--- src/rtl/fetch_unit.sv ---
// fetch_unit: MIPS program counter and fetch stage with valid/ready handoff to decode
module fetch_unit #(
    parameter logic [31:0] RESET_PC  = 32'h00000000,
    parameter int          MEM_BYTES = 64,
    parameter logic [31:0] HALT_WORD = 32'hFC000000
) (
    input  logic        clk,
    input  logic        rst_n,
    input  logic        start,
    output logic [5:0]  imem_addr,
    input  logic [31:0] imem_rd,
    output logic [31:0] instr,
    output logic [31:0] pc_out,
    output logic        instr_valid,
    input  logic        instr_ready,
    input  logic        branch_taken,
    input  logic [15:0] branch_offset,
    input  logic        jump,
    input  logic [25:0] jump_target,
    output logic        halted,
    output logic [15:0] fetch_count
);
    localparam logic [31:0] MEM_LIMIT = 32'(MEM_BYTES);

    typedef enum logic [1:0] {IDLE, FETCH, PRESENT, HALT} state_t;

    state_t      state;
    logic [31:0] pc;
    logic [31:0] seqPc;
    logic [31:0] branchPc;
    logic [31:0] jumpPc;
    logic [31:0] nextPc;

    // Redirects are relative to the instruction being accepted, not the live pc
    assign seqPc     = pc_out + 32'd4;
    assign branchPc  = seqPc + {{14{branch_offset[15]}}, branch_offset, 2'b00};
    assign jumpPc    = {seqPc[31:28], jump_target, 2'b00};
    assign nextPc    = jump ? jumpPc : branch_taken ? branchPc : seqPc;
    assign imem_addr = pc[5:0];

    always_ff @(posedge clk) begin
        if (!rst_n) begin
            state       <= IDLE;
            pc          <= RESET_PC;
            instr       <= '0;
            pc_out      <= '0;
            instr_valid <= 1'b0;
            halted      <= 1'b0;
            fetch_count <= '0;
        end else begin
            case (state)
                IDLE: if (start) state <= FETCH;
                FETCH: begin
                    if (pc >= MEM_LIMIT) begin
                        state  <= HALT;
                        halted <= 1'b1;
                    end else begin
                        instr       <= imem_rd;
                        pc_out      <= pc;
                        instr_valid <= 1'b1;
                        state       <= PRESENT;
                    end
                end
                PRESENT: begin
                    if (instr_ready) begin
                        fetch_count <= fetch_count + 16'(fetch_count != 16'hFFFF);
                        instr_valid <= 1'b0;
                        if (instr == HALT_WORD) begin
                            state  <= HALT;
                            halted <= 1'b1;
                        end else begin
                            pc    <= nextPc;
                            state <= FETCH;
                        end
                    end
                end
                default: ;
            endcase
        end
    end
endmodule
--- config.mk ---
export PLATFORM = sky130hd
export DESIGN_NAME = fetch_unit
export DESIGN_NICKNAME = d
export VERILOG_FILES = /design/src/rtl/fetch_unit.sv
export SDC_FILE = /design/constraint.sdc
export NUM_CORES = 1
export LEC_CHECK = 0
export CAP_MARGIN = 30
export CORE_MARGIN = 3
export CORE_UTILIZATION = 40
export DETAILED_ROUTE_END_ITERATION = 8
export HOLD_SLACK_MARGIN = 0.05
export PLACE_DENSITY = 0.66
export SYNTH_ARGS = -nofsm -noshare
export SYNTH_HDL_FRONTEND = slang
export SYNTH_SLANG_ARGS = --single-unit
--- constraint.sdc ---
create_clock -name clk -period 4.7 [get_ports clk]
set_clock_uncertainty 0.2 [all_clocks]
set_input_delay 0.94 -clock clk [delete_from_list [all_inputs] [get_ports clk]]
set_output_delay 0.94 -clock clk [all_outputs]
set_load 0.01 [all_outputs]
==> qor.txt <==
Vias: 7,082
Peak VDD IR: 0.260 mV
Diodes inserted: 0
Clk buf depth: 2
Post-synth EDFFs: 0
CORE AREA: 17,400 sq um
Top-level port count: 168
Startpoint Class: flip-flop
Buffers on Ports: 167
Worst-path clk slew: 0.06 ns
CP required: 4.81 ns
Setup slack after layout: 0.299 ns
GP Congestion: 0.894
Cells along the critical path: and4_4, and3_1, nand4_4, nor2_1, and3_1, xor2_1, ha_1, o21ai_0, o21bai_1, a211oi_1, o21ai_0, a211oi_1, xor2_1, or3_1, a32o_1
Via-per-instance ratio: 5.53
Most frequent cells in the layout: 166 x clkdlybuf4s50_1, 149 x nand2_1, 116 x dfxtp_1
Syn_area_per_cell: 7.93 sq um
Maxcap violations: 0
CP Class: flip-flop to flip-flop
Status: finished, final reports clean
Post_cts resized: 0
Power per cell area: 318 nW/um^2
Clock net sink count: 116
CTS tree: done
Tmin final: 4.40 ns
# DRC: 0
Least-Margin Pin Slew: 0.720 ns
Layout net count: 1,166
Rows: 48
CP peak stage delay: 0.46 ns
Max Fclk: 227 MHz
Grt peak-use layer: met2
Final WL: 22,300 microns
Synth Register Bits: 116
RSZ-0062 raised after global routing: no
Total GRT Usage: 0.224
Starting Density: 0.409
Die span in y: 139 microns
Routed WL per cell: 17.4 microns
Fin. max-slew vios: 0
Post-CTS Repair Setup Buffers: 0
TNS Setup: 0 ns
Lkg Pwr: 3.78 nW
Clk Latency, worst-skew pair: 0.42 ns
CTS H-Tree Depth: 4
Hold buffers post-CTS: 0
Synth unique cells: 60
Syn_nets: 1,020
DP Area: 8910 sq um
Sequential fraction of the synthesis area: 0.327
Crit path max-delay cell type: dfxtp_1
Tcrit/Tclk final: 0.936
Most common cell after layout, fill and taps aside: clkdlybuf4s50_1
Initial antenna violation count: 0
Final setup fails: 0
Starting DRC count in detailed routing: 437
Share of layout cells above drive strength 1: 0.0502
Root Driver: clkbuf_16
Post-route design area: 9510 sq um
DIE AREA: 19,400 sq um
Netlist Area Pre-Place: 7100 sq um
Cells after synthesis: 896
M3 GR Usage: 0.0460
Main synth FF type: dfxtp_1
Vias in the first global route: 6,771
Syn-to-layout area delta: 33.8%
CTS Buf Count: 17
Worst rel slew slack: 0.520
Total grt overflow: 0
Endpoint type of the worst setup path: flip-flop
Pre-antenna DRT Iters: 5
Pre-CTS setup slack: 0.358 ns
Crit Path Max Fanout: 8
Hpwl dp: 16,700 microns
Asr flop ratio synth: 0
Global routing usage on met2: 0.358
Die X: 139 microns
Crit path DAT: 4.51 ns
Ys Warns: 0
Final hold vios: 0
Hold Crit Class: flip-flop to flip-flop
Post-route ant nets: 0
Global-route wire length before repair: 35,500 microns
Pin count of the biggest net entering global routing: 84
Grt met1 use: 0.294
## sequential cells by signal, indices dropped and copies added, names as in the netlist
| signal | count |
|---|---|
| fetch_count | 16 |
| pc | 32 |
| instr_valid | 1 |
| pc_out | 32 |
| halted | 1 |
| state | 2 |
| instr | 32 |
## power breakdown
group	switching [mW]	internal, mW	total [mW]	leakage (nW)
clock	0.505	0.797	1.30	0.275
combinational	0.343	0.274	0.616	2.56
sequential	0.0519	1.05	1.10	0.939
total	0.900	2.12	3.02	3.78
## routing by layer
layer  wire (microns)  up-vias
li1                 -     3509
met4              686        0
met5                0        -
met1            10000     3294
met3             1350       44
met2            10300      235
## critical path: cells and delay by family (launching register included)
family,cells,cell delay (ns)
xor gates and xnor gates,2,0.38
DFF,1,0.46
and+or+nand+nor,6,1.77
AOI/OAI and AO/OA,6,1.15
adders and majority gates,1,0.35
## cell usage after synthesis (4+ instances only)
cell type | number | area, sq um
and3_1 | 40 | 250
a31oi_1 | 5 | 31.3
a21oi_1 | 41 | 205
o21bai_1 | 5 | 37.5
a211o_1 | 4 | 35.0
nand4_1 | 23 | 144
inv_1 | 19 | 71.3
a21boi_0 | 51 | 383
xnor2_1 | 37 | 324
nand3_1 | 35 | 175
and2_1 | 19 | 119
o211ai_1 | 12 | 90.1
nand2_1 | 150 | 563
ha_1 | 43 | 538
a211oi_1 | 11 | 82.6
dfxtp_1 | 116 | 2320
and4_1 | 5 | 43.8
mux2i_1 | 4 | 40.0
o221ai_1 | 4 | 35.0
nand2b_1 | 4 | 25.0
xor2_1 | 24 | 210
a21o_1 | 10 | 75.1
or3_1 | 4 | 25.0
o22ai_1 | 10 | 62.6
o21ai_0 | 41 | 205
clkbuf_1 | 40 | 150
nor2_1 | 51 | 191
o21a_1 | 11 | 82.6
nor3_1 | 10 | 50.1
nor4_1 | 14 | 87.6
a22o_1 | 6 | 52.6
buf_4 | 6 | 45.0
## per-stage QoR
step	util	hold slack (ns)	std cells	power (mW)
4_1_cts	0.548	0.265	1280	3.04
5_1_grt	0.548	0.292	1280	3.15
3_3_place_gp	0.514	0.245	1248	1.74
6_report	0.548	0.261	1280	3.02
2_1_floorplan	-	0.226	896	1.44
3_5_place_dp	0.514	0.255	1248	1.74
## cell type report
cell class                      count  area, sq um
Sequential cell                   116         2320
Fill cell                        1652         7850
Inverter                           20         75.1
Clock buffer                       18          439
Multi-Input combinational cell    709         4490
Tap cell                          225          282
Timing Repair Buffer              178         1750
Clock inverter                     14          155
## final timing paths
| check | from | end | slack [ns] | cells after the start |
|---|---|---|---|---|
| setup reg to reg | pc_out[4] | pc[31] | 0.30 | 15 |
| hold reg to reg | pc[14] | pc[14] | 0.26 | 2 |
| setup / recovery | pc_out[4] | pc[31] | 0.30 | 15 |
| hold / removal | pc[14] | pc[14] | 0.26 | 2 |
## cells by family after synthesis
family | Yosys count | share of synthesized area
and+or+nand+nor | 372 | 0.256
muxes | 4 | 0.00564
AOI/OAI and AO/OA | 228 | 0.216
DFF | 116 | 0.327
xor gates and xnor gates | 61 | 0.0752
buffers and inverters | 71 | 0.0419
adders and majority gates | 44 | 0.0785
No activity file was read; power rests on OpenSTA's default activity.
